## src/rtl/regfile_mp_if.sv

```systemverilog
// Bundle of the register-file access signals shared by the core (master) and regfile_mp (slave).
// Read and write ports are packed; port i occupies slice [i*AW +: AW] or [i*XLEN +: XLEN].
interface regfile_mp_if #(
    parameter int XLEN = 64,
    parameter int NREG = 32,
    parameter int NR   = 2,
    parameter int NW   = 1
);
    localparam int AW = $clog2(NREG);

    logic               init_done;
    logic [NR*AW-1:0]   rd_addr;
    logic [NR*XLEN-1:0] rd_data;
    logic [NR-1:0]      rd_busy;
    logic [NW-1:0]      wr_en;
    logic [NW*AW-1:0]   wr_addr;
    logic [NW*XLEN-1:0] wr_data;
    logic               iss_en;
    logic [AW-1:0]      iss_addr;
    logic [AW-1:0]      dbg_addr;
    logic [XLEN-1:0]    dbg_data;

    modport master (
        input  init_done, rd_data, rd_busy, dbg_data,
        output rd_addr, wr_en, wr_addr, wr_data, iss_en, iss_addr, dbg_addr
    );

    modport slave (
        output init_done, rd_data, rd_busy, dbg_data,
        input  rd_addr, wr_en, wr_addr, wr_data, iss_en, iss_addr, dbg_addr
    );
endinterface

```

## src/rtl/regfile_mp.sv

```systemverilog
// Multi-port integer register file with hard-wired x0, optional write-to-read bypass,
// per-register busy scoreboard and a post-reset sweep that zeroes every register.
module regfile_mp #(
    parameter int XLEN   = 64,
    parameter int NREG   = 32,
    parameter int NR     = 2,
    parameter int NW     = 1,
    parameter int BYPASS = 1
) (
    input logic          clk,
    input logic          rst_n,
    regfile_mp_if.slave  bus
);
    localparam int AW = $clog2(NREG);

    typedef enum logic {S_INIT, S_READY} state_t;

    state_t          state, state_next;
    logic [AW-1:0]   init_cnt;
    logic [XLEN-1:0] regs [NREG];
    logic [NREG-1:0] busy, busy_next, busy_set, busy_clr;
    logic            ready;

    assign ready         = (state == S_READY);
    assign bus.init_done = ready;

    always_ff @(posedge clk) begin
        if (!rst_n) state <= S_INIT;
        else        state <= state_next;
    end

    always_comb begin
        state_next = state;
        if (state == S_INIT && init_cnt == AW'(NREG - 1))
            state_next = S_READY;
    end

    // Sweep starts at 1 because register 0 is never stored.
    always_ff @(posedge clk) begin
        if (!rst_n)               init_cnt <= AW'(1);
        else if (state == S_INIT) init_cnt <= init_cnt + AW'(1);
    end

    // Array has no reset; later write ports overwrite earlier ones on an address clash.
    always_ff @(posedge clk) begin
        if (rst_n) begin
            if (state == S_INIT) begin
                regs[init_cnt] <= '0;
            end else begin
                for (int j = 0; j < NW; j++) begin
                    if (bus.wr_en[j] && bus.wr_addr[j*AW +: AW] != '0)
                        regs[bus.wr_addr[j*AW +: AW]] <= bus.wr_data[j*XLEN +: XLEN];
                end
            end
        end
    end

    always_comb begin
        busy_clr = '0;
        busy_set = '0;
        for (int j = 0; j < NW; j++) begin
            if (bus.wr_en[j]) busy_clr[bus.wr_addr[j*AW +: AW]] = 1'b1;
        end
        if (bus.iss_en) busy_set[bus.iss_addr] = 1'b1;
        busy_next    = (busy & ~busy_clr) | busy_set;
        busy_next[0] = 1'b0;
    end

    always_ff @(posedge clk) begin
        if (!rst_n)     busy <= '0;
        else if (ready) busy <= busy_next;
    end

    // Reads return zero until the sweep finishes; bypass picks the highest matching write port.
    always_comb begin
        bus.rd_data = '0;
        bus.rd_busy = '0;
        for (int i = 0; i < NR; i++) begin
            if (ready) begin
                bus.rd_busy[i] = busy[bus.rd_addr[i*AW +: AW]];
                if (bus.rd_addr[i*AW +: AW] != '0) begin
                    bus.rd_data[i*XLEN +: XLEN] = regs[bus.rd_addr[i*AW +: AW]];
                    if (BYPASS != 0) begin
                        for (int j = 0; j < NW; j++) begin
                            if (bus.wr_en[j] && bus.wr_addr[j*AW +: AW] == bus.rd_addr[i*AW +: AW])
                                bus.rd_data[i*XLEN +: XLEN] = bus.wr_data[j*XLEN +: XLEN];
                        end
                    end
                end
            end
        end
    end

    assign bus.dbg_data = (ready && bus.dbg_addr != '0) ? regs[bus.dbg_addr] : '0;

endmodule

```

## src/flat_wrapper.sv

```systemverilog
// flat-port wrapper written by rule: the top's interface ports become plain ports
module regfile_mp_flat 
#(
    parameter int XLEN   = 64,
    parameter int NREG   = 32,
    parameter int NR     = 2,
    parameter int NW     = 1,
    parameter int BYPASS = 1
)
  (clk, rst_n, bus_init_done, bus_rd_data, bus_rd_busy, bus_dbg_data, bus_rd_addr, bus_wr_en, bus_wr_addr, bus_wr_data, bus_iss_en, bus_iss_addr, bus_dbg_addr);
  regfile_mp_if #(.XLEN(XLEN), .NREG(NREG), .NR(NR), .NW(NW)) bus_i ();
  input logic clk;
  input logic rst_n;
  output wire logic [$bits(bus_i.init_done)-1:0] bus_init_done;
  output wire logic [$bits(bus_i.rd_data)-1:0] bus_rd_data;
  output wire logic [$bits(bus_i.rd_busy)-1:0] bus_rd_busy;
  output wire logic [$bits(bus_i.dbg_data)-1:0] bus_dbg_data;
  input wire logic [$bits(bus_i.rd_addr)-1:0] bus_rd_addr;
  input wire logic [$bits(bus_i.wr_en)-1:0] bus_wr_en;
  input wire logic [$bits(bus_i.wr_addr)-1:0] bus_wr_addr;
  input wire logic [$bits(bus_i.wr_data)-1:0] bus_wr_data;
  input wire logic [$bits(bus_i.iss_en)-1:0] bus_iss_en;
  input wire logic [$bits(bus_i.iss_addr)-1:0] bus_iss_addr;
  input wire logic [$bits(bus_i.dbg_addr)-1:0] bus_dbg_addr;
  assign bus_init_done = bus_i.init_done;
  assign bus_rd_data = bus_i.rd_data;
  assign bus_rd_busy = bus_i.rd_busy;
  assign bus_dbg_data = bus_i.dbg_data;
  assign bus_i.rd_addr = bus_rd_addr;
  assign bus_i.wr_en = bus_wr_en;
  assign bus_i.wr_addr = bus_wr_addr;
  assign bus_i.wr_data = bus_wr_data;
  assign bus_i.iss_en = bus_iss_en;
  assign bus_i.iss_addr = bus_iss_addr;
  assign bus_i.dbg_addr = bus_dbg_addr;
  regfile_mp #(.XLEN(XLEN), .NREG(NREG), .NR(NR), .NW(NW), .BYPASS(BYPASS)) u_core (.clk(clk), .rst_n(rst_n), .bus(bus_i));
endmodule
```

## config.mk

```make
export PLATFORM = sky130hd
export DESIGN_NAME = regfile_mp_flat
export DESIGN_NICKNAME = d
export VERILOG_FILES = /design/src/rtl/regfile_mp_if.sv /design/src/rtl/regfile_mp.sv /design/src/flat_wrapper.sv
export SDC_FILE = /design/constraint.sdc
export NUM_CORES = 2
export LEC_CHECK = 0
export CAP_MARGIN = 20
export CORE_UTILIZATION = 58
export DETAILED_ROUTE_END_ITERATION = 6
export DONT_BUFFER_PORTS = 1
export PLACE_DENSITY_LB_ADDON = 0.05
export SKIP_LAST_GASP = 1
export SLEW_MARGIN = 20
export SYNTH_ARGS = -nofsm -noshare
export SYNTH_HDL_FRONTEND = slang
export SYNTH_SLANG_ARGS = --single-unit
```

## constraint.sdc

```tcl
create_clock -name clk -period 9.59 [get_ports clk]
set_clock_uncertainty 0.15 [all_clocks]
set_input_delay 2.3975 -clock clk [delete_from_list [all_inputs] [get_ports clk]]
set_output_delay 2.3975 -clock clk [all_outputs]
set_load 0.01 [all_outputs]
```

-- Word-level counts from Yosys, hierarchy flattened
Memories as Yosys holds them, arrays and structs flattened.
Index checks and enable logic that the tools add are counted.
- flip-flop bits (word level): 37
- bits in writable memories: 2048
- bits of input ports: 93
- output and inout bits: 195
- logic and storage cells: 59
- memories kept: 1
- add/subtract/negate cells: 1
- magnitude comparators: 6
- eq/ne operators: 3
- muxes and demuxes: 29
- bitwise logic cells: 4
- reductions and logical operators: 12
- memory list (name ; words ; bits a word ; read ports ; clocked after memory_dff ; wr ports ; line ; text):
    u_core.regs ; 32 ; 64 ; 3 ; 0 ; 1 ; regfile_mp.sv:20 ; logic [XLEN-1:0] regs [NREG];
- operator list (kind ; number):
    64-bit two-way mux ; 8
    32-bit two-way mux ; 2
    64-bit OR reduction ; 1
    32-bit AND ; 1
    32-bit NOT ; 1
    32-bit bitwise OR ; 1
    5-bit by 6-bit < comparator with 1-bit output, second input constant ; 4
    5-bit nonzero test ; 4
    1-bit two-way mux ; 14
    1-bit binary-select mux with 5-bit select ; 2
    1-bit demux with 5-bit select ; 2
    5-bit == test ; 2
    5-bit by 1-bit greater-or-equal comparator with 1-bit output, second input constant ; 2
    1-bit logical AND ; 7
    5-bit by 1-bit adder with 5-bit output, second input constant ; 1
    5-bit == test, second input constant ; 1
    5-bit two-way mux ; 1
    1-bit NOT ; 1

-- Longest topological paths before layout
- word-level depth: 8
- depth in mapped cells: 10
- mapped depth without buffers: 5

-- Worst setup path before layout
Ideal clock, no wire load.
- path kind: in2reg
- start: in bus_wr_addr[2]
- end: mem u_core.regs[19][0] (enable)
- library setup time: 487 ps
- arrival time: 6687 ps
- data required time: 8953 ps
- slack: 2267 ps
- stages on the path: 8
- path buffers: 3
- path through: buf_2 -> or3_1 -> buf_2 -> o31a_4 -> mux2i_4 -> or2_2 -> buf_4 -> nor2_1
- word-level cells in the longest chain between the ends: 8
- elaborated cells between the ends (all ways): 9
- classes of those cells: 6 x mux; 3 x reduce/logical
- RTL lines (what ; line ; text):
    from (decl) ; flat_wrapper.sv:20 ; input wire logic [$bits(bus_i.wr_addr)-1:0] bus_wr_addr;
    5-bit nonzero test ; regfile_mp.sv:51 ; if (bus.wr_en[j] && bus.wr_addr[j*AW +: AW] != '0)
    1-bit logical AND ; regfile_mp.sv:51 ;
    1-bit two-way mux ; regfile_mp.sv:51 ;
    1-bit two-way mux ; regfile_mp.sv:47 ; if (state == S_INIT) begin
    1-bit two-way mux ; regfile_mp.sv:46 ; if (rst_n) begin
    1-bit two-way mux (not written as such) ; regfile_mp.sv:52 ; regs[bus.wr_addr[j*AW +: AW]] <= bus.wr_data[j*XLEN +: XLEN];
    64-bit OR reduction (no line) ; - ;
    5-bit two-way mux (no line) / 1-bit two-way mux (equally long branches) ; - ;
    to (decl) ; regfile_mp.sv:20 ;
Parallel ways exist; a longest one is shown, timed or not.

-- Final worst setup path
- start: in bus_rd_addr[6]
- end: out bus_rd_data[93]
- word-level cells in the longest chain between the ends: 5
- elaborated cells between the ends (all ways): 7
- classes of those cells: 1 x eq/ne; 3 x mux; 2 x reduce/logical; 1 x memory
- RTL lines (what ; line ; text):
    from (decl) ; flat_wrapper.sv:18 ; input wire logic [$bits(bus_i.rd_addr)-1:0] bus_rd_addr;
    branches (longest 3 deep; another with memory read 32 x 64 bit) ; - ;
    64-bit two-way mux * ; regfile_mp.sv:81 ; if (bus.rd_addr[i*AW +: AW] != '0) begin
    64-bit two-way mux * ; regfile_mp.sv:79 ; if (ready) begin
    to (decl) ; flat_wrapper.sv:15 ; output wire logic [$bits(bus_i.rd_data)-1:0] bus_rd_data;
Every way passes the cells marked *.

==> results_dict.tcl <==
set metrics [dict create \
    hp-start "u_core.busy[5]" \
    power.density_nw_per_um2 160.9 \
    finalPower_mw 19.98 \
    slew_headroom -0.5011 \
    rr_startpoint "u_core.bus.init_done" \
    clockPowerShare 0.428 \
    slowest_stage "a211oi_1" \
    post_cts_buffers 0 \
    ys_seq_elements 2085 \
    routed_wl_um 398100 \
    synth_cell_types 57 \
    synth_ff_type "edfxtp_1" \
    crit_path_cell_trace "buf_16, buf_16, buf_16, buf_16, mux2_2, o22ai_1, a221oi_1, o21ai_0, a211oi_1" \
    area_growth_pct 8.497 \
    grt_usage 0.4013 \
    setup_viol 0 \
    dp_hpwl_um 197600 \
    cp.arrival_ns 6.82 \
    p_int_mw 15.50 \
    fp.coreArea_um2 195400 \
    dieWidth_um 446.2 \
    drt-vias-per-instance 8.202 \
    cts-root-buf "clkbuf_16" \
    yosysSeqAreaShare 0.5439 \
    power.switching_mw 4.484 \
    start_util 0.5857 \
    cp-end-kind "output pin" \
    overflow 0 \
    path_delay_family "buffers and inverters" \
    outcome "finished with violations" \
    critical_path_class "primary input to output pin" \
    ys_top_cells_by_area "edfxtp_1, mux4_2, mux2i_1" \
    drt_pre_antenna_iters 6 \
    drtAntennaViolNets 0 \
    numCtsBuffers 221 \
    cts.sinks 2085 \
    vias 74010 \
    min_period_ns 9.367 \
    p_comb_frac 0.073 \
    nNetsFinal 6291 \
    cts_tree "built" \
    port_buffers 0 \
    drtIter0Drc 11730 \
    clock_latency_ns 0.87 \
    p_leak_nw 37.22 \
    htree_levels 4 \
    pwr-share-seq 0.499 \
    critPathMaxStageDelay_ns 0.87 \
    crit_fanout 128 \
    cts.repair.resized 0 \
    synth_top_area_frac 0.5374 \
    yosys.area.top_type "edfxtp_1" \
    hold_end "u_core.busy[5]" \
    hold_viol 0 \
    yosysWarnings 0 \
    synth_edf_count 2048 \
    drc 0 \
    worstSetupStartpointType "primary input" \
    required_ns 7.04 \
    crit_top_cell "buf_16" \
    synthesis.area_um2 114400 \
    drv_slew 283 \
    reg2reg_slack_ns 4.64 \
    ctsHoldBuffers 0 \
    ios 288 \
    die_area_um2 199100 \
    synth_fp_nets 6570 \
    max_freq_ghz 0.1068 \
    tns_ns 0 \
    violations "max-slew violations" \
    min_path_cells 2 \
    worstMarginPinSlew_ns 2.252 \
    critPathBufInv 4 \
    clk_path_buf_depth 3 \
    avgRoutedWirePerCell_um 44.11 \
    grt_max_degree 588 \
    first_global_vias 72520 \
    async_flop_share 0 \
    maxCapViolCount 0 \
    gp_congestion 0.8543 \
    grt_setup_unrepaired "false" \
    timing.final.crit_share 0.9768 \
    avgSynthCellArea_um2 17.67 \
    timing.rr.end "u_core.regs[14][40]" \
    rows 162 \
    r2r_cells 7 \
    swShare 0.2244 \
    drive_gt1_frac 0.3456 \
    die_h_um 446.2 \
    grt_pass1_wl_um 556900 \
    min_path_type "flip-flop to flip-flop" \
    syn-instance-count 6475 \
    antenna_found_initial 12 \
    cts.clk_slew.worst_paths_ns 0.06 \
    peakVddDrop_mv 0.2034 \
]
[per-stage QoR]
| stage | hold slack [ns] | instances | cell area [um2] | worst slack, ns | util |
|---|---|---|---|---|---|
| 3_5_place_dp | 0.3364 | 8579 | 116500 | 1.661 | 0.5964 |
| 3_3_place_gp | 0.3215 | 8578 | 116500 | 1.443 | 0.5962 |
| 2_1_floorplan | 0.3135 | 6475 | 114400 | 2.267 | - |
| 4_1_cts | 0.3442 | 8990 | 123600 | 1.666 | 0.6327 |
| 6_report | 0.3418 | 9024 | 124200 | 0.2228 | 0.6354 |
| 5_1_grt | 0.3717 | 9021 | 124200 | 0.2164 | 0.6354 |
[worst min-delay path: stages (launching register included)]
cell      delay, ns
dfxtp_1        0.31
o21ai_0        0.06
a21boi_0       0.07
[power groups by stage]
| stage | Clock [mW] | Combinational (mW) | Sequential (mW) |
|---|---|---|---|
| 6_report | 8.55 | 1.45 | 9.98 |
| 2_1_floorplan | 0 | 1.18 | 10.2 |
| 4_1_cts | 8.56 | 1.20 | 9.98 |
| 3_3_place_gp | 0 | 1.19 | 10.2 |
| 3_5_place_dp | 0 | 1.20 | 10.2 |
| 5_1_grt | 8.89 | 1.47 | 9.98 |
[metal layers]
layer	vias to the layer above	share of wire	global-route usage	wire, um
met5	-	0.000033	0	13
met4	2	0.057	0.2048	22830
met3	1110	0.13	0.1048	53090
met2	5999	0.46	0.6001	181600
met1	39140	0.35	0.5488	140600
li1	27760	-	-	-
[cell usage in the layout (no fill, tap or decap), types with 20 or more instances in the layout]
master / n
clkinv_2: 44
inv_1: 24
dfxtp_1: 36
a22oi_1: 64
clkbuf_1: 54
nor2_1: 160
and2_1: 58
mux2_2: 304
buf_12: 40
a211oi_1: 223
a21oi_1: 47
a21boi_0: 31
mux4_2: 1376
o21ai_0: 184
a221oi_1: 225
and3_1: 35
nor2_4: 36
a22o_1: 97
nand2_1: 93
clkinv_1: 67
o22ai_1: 149
bufinv_16: 20
clkbuf_16: 229
o21ai_1: 51
edfxtp_1: 2048
mux2i_1: 432
buf_4: 76
nand3_1: 47
[state kept, by name (all words and copies together), names as in the netlist]
name / count
u_core.bus.init_done: 1
u_core.init_cnt: 5
u_core.busy: 31
u_core.regs: 2048
[synthesized netlist by cell type, drive strengths merged (5+ instances only)]
cell,count
a21boi,31
dfxtp,37
nand2,96
a211oi,225
clkinv,20
a221oi,225
and3,35
nor2,196
clkbuf,269
edfxtp,2048
nand3,50
nor3,8
nor2b,9
o22ai,149
nand3b,5
inv,24
and2,68
buf,366
mux2,304
mux4,1376
a22o,97
mux2i,433
xor2,9
o21ai,237
a22oi,64
a21oi,49
a31oi,7
[cell families (layout without fill, tap and decap cells)]
logic type	count (synthesis)	count (layout)	synth area share
muxes	2113	2113	0.3387
DFF	2085	2085	0.5439
AOI/OAI and AO/OA	1097	1097	0.06797
buffers and inverters	679	588	0.02806
and+or+nand+nor	486	486	0.02019
xor gates and xnor gates	13	13	0.0009949
adders and majority gates	2	2	0.0002186
other	0	16	0
[cell type report]
type / count / area (um2)
clock buffer: 286 / 5974
multi-input combinational: 3711 / 49500
clock inverter: 125 / 1125
inverter: 44 / 165.2
tap: 2624 / 3283
fill: 13530 / 71240
antenna: 16 / 40.04
timing repair buffer: 133 / 1827
sequential: 2085 / 62240
[worst max path at each step]
stage                   start                 end  slack (ns)  cells past startpoint
2_1_floorplan  bus_wr_addr[2]  u_core.regs[19][0]        2.27                      8
3_3_place_gp   bus_rd_addr[0]     bus_rd_data[55]        1.44                      6
3_5_place_dp   bus_rd_addr[1]     bus_rd_data[13]        1.66                      6
4_1_cts        bus_rd_addr[1]     bus_rd_data[13]        1.67                      6
5_1_grt        bus_rd_addr[6]     bus_rd_data[87]        0.22                     10
6_report       bus_rd_addr[6]     bus_rd_data[93]        0.22                      9
Note: power is estimated with default switching activity, not from simulation.
